$ cat config.mk
export PLATFORM = sky130hd
export DESIGN_NAME = spad_dma_engine
export DESIGN_NICKNAME = d
export VERILOG_FILES = /design/src/rtl/spad_dma_pkg.sv /design/src/rtl/spad_dma_addr_gen.sv /design/src/rtl/spad_dma_engine.sv
export SDC_FILE = /design/constraint.sdc
export NUM_CORES = 1
export LEC_CHECK = 0
export BUFFER_PORTS_ARGS = -buffer_cell sky130_fd_sc_hd__clkbuf_2
export CAP_MARGIN = 10
export CORE_UTILIZATION = 56
export CTS_BUF_LIST = sky130_fd_sc_hd__clkbuf_16
export CTS_CLUSTER_SIZE = 14
export DETAILED_ROUTE_END_ITERATION = 7
export MAX_ROUTING_LAYER = met4
export PLACE_DENSITY = 0.82
export SLEW_MARGIN = 20
export SYNTH_ARGS = -nofsm -noshare
export SYNTH_HDL_FRONTEND = slang
export SYNTH_SLANG_ARGS = --single-unit
$ cat constraint.sdc
create_clock -name clk_ctrl -period 5.1 [get_ports clk_ctrl]
set_input_delay 1.02 -clock clk_ctrl [delete_from_list [all_inputs] [get_ports clk_ctrl]]
set_output_delay 1.02 -clock clk_ctrl [all_outputs]
set_load 0.01 [all_outputs]
$ cat src/rtl/spad_dma_pkg.sv
// ============================================================================
// Module : spad_dma_pkg
// Brief  : Shared opcode, status and state encodings for the scratchpad DMA.
// Rev    : 1.0  initial release
// ============================================================================
`default_nettype none

package spad_dma_pkg;

  typedef enum logic [1:0] {
    OP_COPY = 2'd0,
    OP_FILL = 2'd1,
    OP_ADD  = 2'd2,
    OP_RSVD = 2'd3
  } op_t;

  typedef enum logic [1:0] {
    ST_OK        = 2'd0,
    ST_RANGE_ERR = 2'd1,
    ST_ABORTED   = 2'd2,
    ST_BAD_OP    = 2'd3
  } status_t;

  typedef enum logic [2:0] {
    IDLE  = 3'd0,
    RD    = 3'd1,
    WR    = 3'd2,
    FILLW = 3'd3,
    FIN   = 3'd4
  } state_t;

endpackage

`default_nettype wire

$ cat src/rtl/spad_dma_addr_gen.sv
// ============================================================================
// Module : spad_dma_addr_gen
// Brief  : Base/length registers, word index, range check and last-word flag.
// Rev    : 1.0  initial release
// ============================================================================
`default_nettype none

module spad_dma_addr_gen #(
  parameter int OFFSET_SZ = 12
) (
  input  logic                 clk_ctrl,
  input  logic                 clk_ctrl_rst_high,
  input  logic                 load,
  input  logic                 advance,
  input  logic                 check_src,
  input  logic [OFFSET_SZ-1:0] src_in,
  input  logic [OFFSET_SZ-1:0] dst_in,
  input  logic [OFFSET_SZ:0]   len_in,
  output logic                 range_err,
  output logic [OFFSET_SZ-1:0] rd_addr,
  output logic [OFFSET_SZ-1:0] wr_addr,
  output logic                 last
);

  localparam logic [OFFSET_SZ+1:0] SPAN = {2'b01, {OFFSET_SZ{1'b0}}};

  logic [OFFSET_SZ-1:0] src_base;
  logic [OFFSET_SZ-1:0] dst_base;
  logic [OFFSET_SZ:0]   len_q;
  logic [OFFSET_SZ:0]   idx;
  logic [OFFSET_SZ:0]   idx_next;
  logic [OFFSET_SZ+1:0] src_end;
  logic [OFFSET_SZ+1:0] dst_end;

  // One spare bit keeps a maximal len from wrapping the end-address sum.
  assign src_end   = {2'b00, src_in} + {1'b0, len_in};
  assign dst_end   = {2'b00, dst_in} + {1'b0, len_in};
  assign range_err = (check_src && (src_end > SPAN)) || (dst_end > SPAN);

  assign idx_next  = idx + {{OFFSET_SZ{1'b0}}, 1'b1};
  assign last      = (idx_next == len_q);
  assign rd_addr   = src_base + idx[OFFSET_SZ-1:0];
  assign wr_addr   = dst_base + idx[OFFSET_SZ-1:0];

  always_ff @(posedge clk_ctrl) begin
    if (clk_ctrl_rst_high) begin
      src_base <= '0;
      dst_base <= '0;
      len_q    <= '0;
      idx      <= '0;
    end else if (load) begin
      src_base <= src_in;
      dst_base <= dst_in;
      len_q    <= len_in;
      idx      <= '0;
    end else if (advance) begin
      idx      <= idx_next;
    end
  end

endmodule

`default_nettype wire

$ cat src/rtl/spad_dma_engine.sv
// ============================================================================
// Module : spad_dma_engine
// Brief  : COPY / FILL / ADD-immediate block mover on the scratchpad memory port.
// Rev    : 1.0  initial release
// ============================================================================
`default_nettype none

module spad_dma_engine
  import spad_dma_pkg::*;
#(
  parameter int OFFSET_SZ = 12,
  parameter int DW        = 32
) (
  input  logic                 clk_ctrl,
  input  logic                 clk_ctrl_rst_high,
  input  logic                 cmd_valid,
  output logic                 cmd_ready,
  input  logic [1:0]           cmd_op,
  input  logic [OFFSET_SZ-1:0] cmd_src,
  input  logic [OFFSET_SZ-1:0] cmd_dst,
  input  logic [OFFSET_SZ:0]   cmd_len,
  input  logic [DW-1:0]        cmd_imm,
  input  logic                 abort,
  output logic                 busy,
  output logic                 done,
  output logic [1:0]           done_status,
  output logic [OFFSET_SZ:0]   words_done,
  output logic                 mem_valid,
  output logic                 mem_wstrb,
  output logic [31:0]          mem_addr,
  output logic [DW-1:0]        mem_wdata,
  input  logic [DW-1:0]        mem_rdata
);

  localparam logic [2:0] S_IDLE  = IDLE;
  localparam logic [2:0] S_RD    = RD;
  localparam logic [2:0] S_WR    = WR;
  localparam logic [2:0] S_FILLW = FILLW;
  localparam logic [2:0] S_FIN   = FIN;

  logic [2:0]           state;
  logic [1:0]           op_q;
  logic [DW-1:0]        imm_q;
  logic [1:0]           status_q;
  logic [OFFSET_SZ:0]   words_q;
  logic [OFFSET_SZ-1:0] addr_word;

  logic                 accept;
  logic                 advance;
  logic                 range_err;
  logic                 last;
  logic [OFFSET_SZ-1:0] rd_addr;
  logic [OFFSET_SZ-1:0] wr_addr;

  assign accept  = cmd_valid && (state == S_IDLE);
  assign advance = (state == S_WR) || (state == S_FILLW);

  spad_dma_addr_gen #(
    .OFFSET_SZ (OFFSET_SZ)
  ) u_addr_gen (
    .clk_ctrl          (clk_ctrl),
    .clk_ctrl_rst_high (clk_ctrl_rst_high),
    .load              (accept),
    .advance           (advance),
    .check_src         (cmd_op != OP_FILL),
    .src_in            (cmd_src),
    .dst_in            (cmd_dst),
    .len_in            (cmd_len),
    .range_err         (range_err),
    .rd_addr           (rd_addr),
    .wr_addr           (wr_addr),
    .last              (last)
  );

  always_ff @(posedge clk_ctrl) begin
    if (clk_ctrl_rst_high) begin
      state    <= S_IDLE;
      op_q     <= '0;
      imm_q    <= '0;
      status_q <= ST_OK;
      words_q  <= '0;
    end else begin
      case (state)
        S_IDLE: begin
          if (cmd_valid) begin
            op_q    <= cmd_op;
            imm_q   <= cmd_imm;
            words_q <= '0;
            if (cmd_op == OP_RSVD) begin
              state    <= S_FIN;
              status_q <= ST_BAD_OP;
            end else if (cmd_len == '0) begin
              state    <= S_FIN;
              status_q <= ST_OK;
            end else if (range_err) begin
              state    <= S_FIN;
              status_q <= ST_RANGE_ERR;
            end else if (cmd_op == OP_FILL) begin
              state    <= S_FILLW;
            end else begin
              state    <= S_RD;
            end
          end
        end
        S_RD: begin
          if (abort) begin
            state    <= S_FIN;
            status_q <= ST_ABORTED;
          end else begin
            state    <= S_WR;
          end
        end
        S_WR, S_FILLW: begin
          words_q <= words_q + {{OFFSET_SZ{1'b0}}, 1'b1};
          // Completing the final word takes precedence over a late abort.
          if (last) begin
            state    <= S_FIN;
            status_q <= ST_OK;
          end else if (abort) begin
            state    <= S_FIN;
            status_q <= ST_ABORTED;
          end else begin
            state    <= (state == S_WR) ? S_RD : S_FILLW;
          end
        end
        S_FIN:   state <= S_IDLE;
        default: state <= S_IDLE;
      endcase
    end
  end

  always_comb begin
    mem_valid = 1'b0;
    mem_wstrb = 1'b0;
    addr_word = '0;
    mem_wdata = '0;
    case (state)
      S_RD: begin
        mem_valid = 1'b1;
        addr_word = rd_addr;
      end
      S_WR: begin
        mem_valid = 1'b1;
        mem_wstrb = 1'b1;
        addr_word = wr_addr;
        mem_wdata = (op_q == OP_ADD) ? (mem_rdata + imm_q) : mem_rdata;
      end
      S_FILLW: begin
        mem_valid = 1'b1;
        mem_wstrb = 1'b1;
        addr_word = wr_addr;
        mem_wdata = imm_q;
      end
      default: begin
        mem_valid = 1'b0;
      end
    endcase
  end

  assign mem_addr    = {{(32-OFFSET_SZ){1'b0}}, addr_word};
  assign cmd_ready   = (state == S_IDLE);
  assign busy        = (state != S_IDLE);
  assign done        = (state == S_FIN);
  assign done_status = status_q;
  assign words_done  = words_q;

endmodule

`default_nettype wire

==> flow_summary.yaml, run 1 <==
layout:
  finalNetCount: 1505
  syn2layout_area_growth_pct: 14.4
  final_common_cell: "nand2_1"
  instances_no_fill: 1515
  diodes: 0
  drive_gt1_frac: 0.170
  fillers: 1320
  final_cell_mix: "nand2_1 (260), a21oi_1 (172), clkbuf_2 (170)"
power:
  power.leakage_nw: 4.31
  ir_worst_vdd_uv: 177
  p_per_area_nw_per_um2: 243
  total_power_mw: 2.34
grt:
  antenna_found_initial: 0
  grt_max_degree: 76
  grt_pass1_vias: 8073
  grt_overflow_total: 0
  track_usage: 0.318
  grt_pass1_wl_um: 39400
clocking:
  postCtsSetupRepairBufs: 0
  clk_pin_slew_worst_paths_ns: 0.07
  cts-htree-levels: 3
  holdBufCountCts: 0
  clock_path_buffers: 2
  clkLatencyLatePin_ns: 0.36
  cts_inserted_buffers: 9
  clock-root-buffer: "clkbuf_16"
  clkSinkCount: 102
  tritoncts: "done"
synthesis:
  ys_warn_count: 0
  seq_area_frac_synth: 0.242
  synth_cells: 1191
  ys.flop_type: "dfxtp_1"
  yosysTopAreaCell: "dfxtp_1"
  netlist_area_um2: 8430
  syn_avg_cell_area_um2: 7.07
  async_flop_share: 0
  synth-seq-cells: 102
  synth_top_cell_area_share: 0.242
  synth_edf_count: 0
  netlist_top_cells_area: "dfxtp_1 (24%), nand2_1 (12%), a21oi_1 (10%)"
  synth_cell_types: 70
drt:
  drtPass1Iterations: 5
  vias: 8944
  ant_nets: 0
  drt_iter0_drc: 662
  drc: 0
  routed_wl_um: 24000
  avgRoutedWirePerCell_um: 15.8
  avgViaCountPerCell: 5.90
sta:
  holdWs_ns: 0.458
  hold_viol: 0
  rsz0062_at_grt: "false"
  setup_tns_ns: 0
  finalSetupViolCount: 0
  period_needed_ns: 4.93
  worst_pin_slew_ns: 1.11
  min_period_over_period: 0.966
  timing.slew.headroom: 0.261
  fmax_mhz: 203
  drv_slew: 0
  fin_skew_ns: 0.00620
place:
  post-dp-hpwl_um: 18000
  port_buffers: 170
  dp_cells: 1499
  routabilityCongestion: 0.992
die:
  die_area_um2: 15500
  start_util: 0.578
  core_um2: 14600
  io_pins: 191
  die_x_um: 125
  rows: 44
  fp.dieH_um: 125
critical_path:
  end_kind: "primary output"
  rrSetupSlack_ns: 2.08
  worstReg2RegEnd: "done_status[0]"
  cp.required_ns: 4.08
  crit_path_start_kind: "input pin"
  crit_type: "in2out"
  cp_max_fo: 4
  r2r_cells: 10
  r2r_start: "u_addr_gen.idx[2]"
  crit_arrival_ns: 3.91
min_path:
  hold_path_depth: 2
  hold_path_startpoint: "u_addr_gen.dst_base[10]"
  hold_class: "reg2reg"
  hold_path_end: "u_addr_gen.dst_base[10]"
run:
  cap_violations: 0
status:
  status: "completed"
-- state kept, by name, indices dropped and copies added, names as in the netlist --
register             flops
u_addr_gen.idx          13
done_status              2
u_addr_gen.src_base     12
state                    3
words_done              13
u_addr_gen.len_q        13
u_addr_gen.dst_base     12
imm_q                   32
op_q                     2
-- routing by layer --
layer	vias up	wire length (um)	track usage
met2	398	10500	0.477
met1	4099	10800	0.434
li1	4406	-	-
met5	-	0	-
met3	41	2020	0.0417
met4	0	598	0.116
-- worst max-delay path, cell delays in order --
cell and delay (ns):
clkbuf_2 0.11, ha_1 0.30, a211oi_1 0.30, o211ai_1 0.17
a21o_1 0.25, a2111oi_2 0.35, buf_4 0.18, o31ai_1 0.06
a21o_1 0.20, o31a_1 0.25, xnor2_1 0.13, a211o_1 0.29
a21oi_1 0.15, clkbuf_2 0.15
-- layout make-up --
cell class | count | area [um2] | area share
clock buffer | 9 | 225 | 0.0234
clock inverter | 7 | 56.3 | 0.00584
inverter | 32 | 120 | 0.0125
multi-input combinational | 995 | 5990 | 0.622
sequential | 102 | 2040 | 0.212
tap | 184 | 230 | 0.0239
timing repair buffer | 186 | 971 | 0.101
-- worst max-delay path by stage --
stage	start	endpoint	cells after the start
final	mem_rdata[1]	mem_wdata[23]	14
after global routing	mem_rdata[1]	mem_wdata[23]	14
after CTS	mem_rdata[1]	mem_wdata[23]	14
after detailed placement	mem_rdata[1]	mem_wdata[23]	14
after global placement	mem_rdata[1]	mem_wdata[23]	14
after floorplan	mem_rdata[1]	mem_wdata[23]	11
-- cell usage after synthesis, types with 13 or more instances --
cell type  instances
nand3_1           20
nor2_1            83
xor2_1            38
a21o_1            20
nor3_1            28
nand2_1          262
buf_4             20
ha_1              68
xnor2_1           39
inv_1             32
nand4_1           15
clkbuf_1          48
o21ai_0           57
dfxtp_1          102
a21oi_1          173
a211oi_1          13
-- timing repair --
action                     4_1_cts  5_1_grt
resized for setup                0       11
setup endpoints to repair        0        5
hold endpoints to repair         0        0
-- cell families after synthesis --
family,Yosys count,synth area share
simple gates,473,0.246
xor+xnor,77,0.0800
fa+ha+maj,72,0.110
mux,6,0.00743
compound gates,347,0.253
flops,102,0.242
buf+inv,113,0.0600
other cells,1,0.000445
-- through the flow --
step / area, um2 / setup WS [ns] / utilization
after floorplan: 8500 / 0.560 / -
after detailed placement: 9320 / 0.0755 / 0.639
after global placement: 9320 / 0.157 / 0.639
after CTS: 9600 / 0.0366 / 0.658
final: 9640 / 0.174 / 0.660
after global routing: 9640 / 0.0457 / 0.660
-- report_power, final --
group	switching, mW	internal (mW)
clock network	0.311	0.373
registers	0.0394	0.848
logic	0.465	0.304
No activity file was read; power rests on OpenSTA's default activity.
==> inputs of run 2 (changes only) <==
--- a/config.mk
+++ b/config.mk
@@ -13,6 +13,7 @@
 export DETAILED_ROUTE_END_ITERATION = 7
 export MAX_ROUTING_LAYER = met4
 export PLACE_DENSITY = 0.82
+export RECOVER_POWER = 50
 export SLEW_MARGIN = 20
 export SYNTH_ARGS = -nofsm -noshare
 export SYNTH_HDL_FRONTEND = slang
==> flow_summary.yaml, run 2 (same netlist as run 1, synthesis figures left out) <==
clocking:
  tritoncts: "done"
  cts-htree-levels: 3
  clk_pin_slew_worst_paths_ns: 0.07
  clkLatencyLatePin_ns: 0.36
  holdBufCountCts: 0
  postCtsSetupRepairBufs: 0
  clock_path_buffers: 2
  cts_inserted_buffers: 9
  clock-root-buffer: "clkbuf_16"
  clkSinkCount: 102
layout:
  finalNetCount: 1505
  syn2layout_area_growth_pct: 14.0
  final_common_cell: "nand2_1"
  drive_gt1_frac: 0.155
  largest_reg_flops: 32
  top_register: "imm_q"
  diodes: 0
  fin_area_um2: 9600
  multi_input_area_um2: 5990
  regArea_um2: 2040
  final_cell_mix: "nand2_1 (260), a21oi_1 (172), clkbuf_2 (154)"
  fillers: 1332
grt:
  grt_max_degree: 76
  grt_pass1_vias: 8073
  track_usage: 0.318
  grt_overflow_total: 0
  antenna_found_initial: 0
  grt_pass1_wl_um: 39400
place:
  routabilityCongestion: 0.992
  port_buffers: 170
  placed_area_um2: 9320
  post-dp-hpwl_um: 18000
min_path:
  hold_path_startpoint: "u_addr_gen.dst_base[10]"
  hold_class: "reg2reg"
critical_path:
  crit_type: "in2out"
  cp_max_fo: 4
  worstSetupStartpoint: "mem_rdata[1]"
  crit_path_start_kind: "input pin"
  cp.required_ns: 4.08
  critPathBufInv: 3
  crit_arrival_ns: 3.91
  end_kind: "primary output"
  crit_chain: "clkbuf_2, ha_1, a211oi_1, o211ai_1, a21o_1, a2111oi_2, buf_4, o31ai_1, a21o_1, o31a_1, xnor2_1, a211o_1, a21oi_1, clkbuf_2"
  path_delay_family: "compound AO/OA/AOI/OAI gates"
  crit_slowest_cell: "a2111oi_2"
  slowest_delay_ns: 0.35
  r2r_start: "state[0]"
die:
  io_pins: 191
  die_area_um2: 15500
  fp.dieH_um: 125
  die_x_um: 125
  start_util: 0.578
  rows: 44
  core_um2: 14600
drt:
  routed_wl_um: 24000
  drtPass1Iterations: 6
  avgViaCountPerCell: 5.89
  drt_iter0_drc: 636
  avgRoutedWirePerCell_um: 15.8
  ant_nets: 0
  drc: 0
  vias: 8921
power:
  pwr-share-comb: 0.328
  swShare: 0.348
  pwr-share-clk: 0.292
  p_int_mw: 1.52
  switching_power_mw: 0.812
  power_frac_seq: 0.380
  power.leakage_nw: 4.25
  ir_worst_vdd_uv: 177
  p_per_area_nw_per_um2: 243
sta:
  setup_tns_ns: 0
  finalSetupViolCount: 0
  period_needed_ns: 4.93
  min_period_over_period: 0.967
  timing.slew.headroom: -0.281
  rsz0062_at_grt: "false"
  hold_viol: 0
  fmax_mhz: 203
  fin_skew_ns: 0.00524
  worst_pin_slew_ns: 1.92
  drv_slew: 83
run:
  cap_violations: 2
status:
  status: "finished, violations left"
  violations: "capacitance limit, slew limit"
## run 2: changes by cell type in the layout (fill, tap and decap cells not counted)
cell / change
and2_2: -1
clkbuf_1: +19
and2_1: +1
buf_4: -3
clkbuf_2: -16
## run 2: final timing paths
kind,end,slack [ns],cells past startpoint
hold reg to reg,u_addr_gen.dst_base[10],0.46,2
setup / recovery,mem_wdata[23],0.17,14
setup reg to reg,u_addr_gen.src_base[3],0.68,6
hold / removal,u_addr_gen.dst_base[10],0.46,2
## run 2: worst reg2reg max path: cells and delay by family (launching register included)
family	cells	cell delay, ns
and+or+nand+nor	3	2.43
buffers and inverters	2	1.42
DFF	1	0.30
AOI/OAI and AO/OA	1	0.18
## run 2: what timing repair did
item / CTS / global route
resized for setup: 0 / 11
hold endpoints to repair: 0 / 0
endpoints found under the setup margin: 0 / 5
## run 2: cell type report
| cell class | count | share of cell area |
|---|---|---|
| repair buffers | 186 | 0.0979 |
| multi-input cells | 995 | 0.624 |
| inverters | 32 | 0.0125 |
| flip-flops and latches | 102 | 0.213 |
| well taps | 184 | 0.0240 |
| clock buffers | 9 | 0.0235 |
| clock inverters | 7 | 0.00586 |
## run 2: layer usage
metal  track usage  vias up  share of wire
li1              -     4403              -
met1         0.434     4078           0.46
met2         0.477      396           0.44
met3        0.0417       44          0.074
met4         0.116        0          0.025
met5             -        -              0
## run 2: power groups by stage
stage	Sequential (mW)	Clock, mW	Combinational, mW
after floorplan	0.893	0	0.555
after global placement	0.901	0	0.736
after detailed placement	0.904	0	0.748
after CTS	0.886	0.686	0.752
after global routing	0.893	0.723	0.853
final	0.887	0.681	0.767
## run 2: stage by stage
| stage | total power, mW | std cells | util | worst slack, ns | hold slack (ns) |
|---|---|---|---|---|---|
| 4_1_cts | 2.32 | 1515 | 0.658 | 0.0366 | 0.457 |
| 3_3_place_gp | 1.64 | 1499 | 0.639 | 0.157 | 0.442 |
| 5_1_grt | 2.47 | 1515 | 0.658 | 0.0412 | 0.477 |
| 2_1_floorplan | 1.45 | 1210 | - | 0.560 | 0.436 |
| 3_5_place_dp | 1.65 | 1499 | 0.639 | 0.0755 | 0.447 |
| 6_report | 2.33 | 1515 | 0.658 | 0.167 | 0.457 |
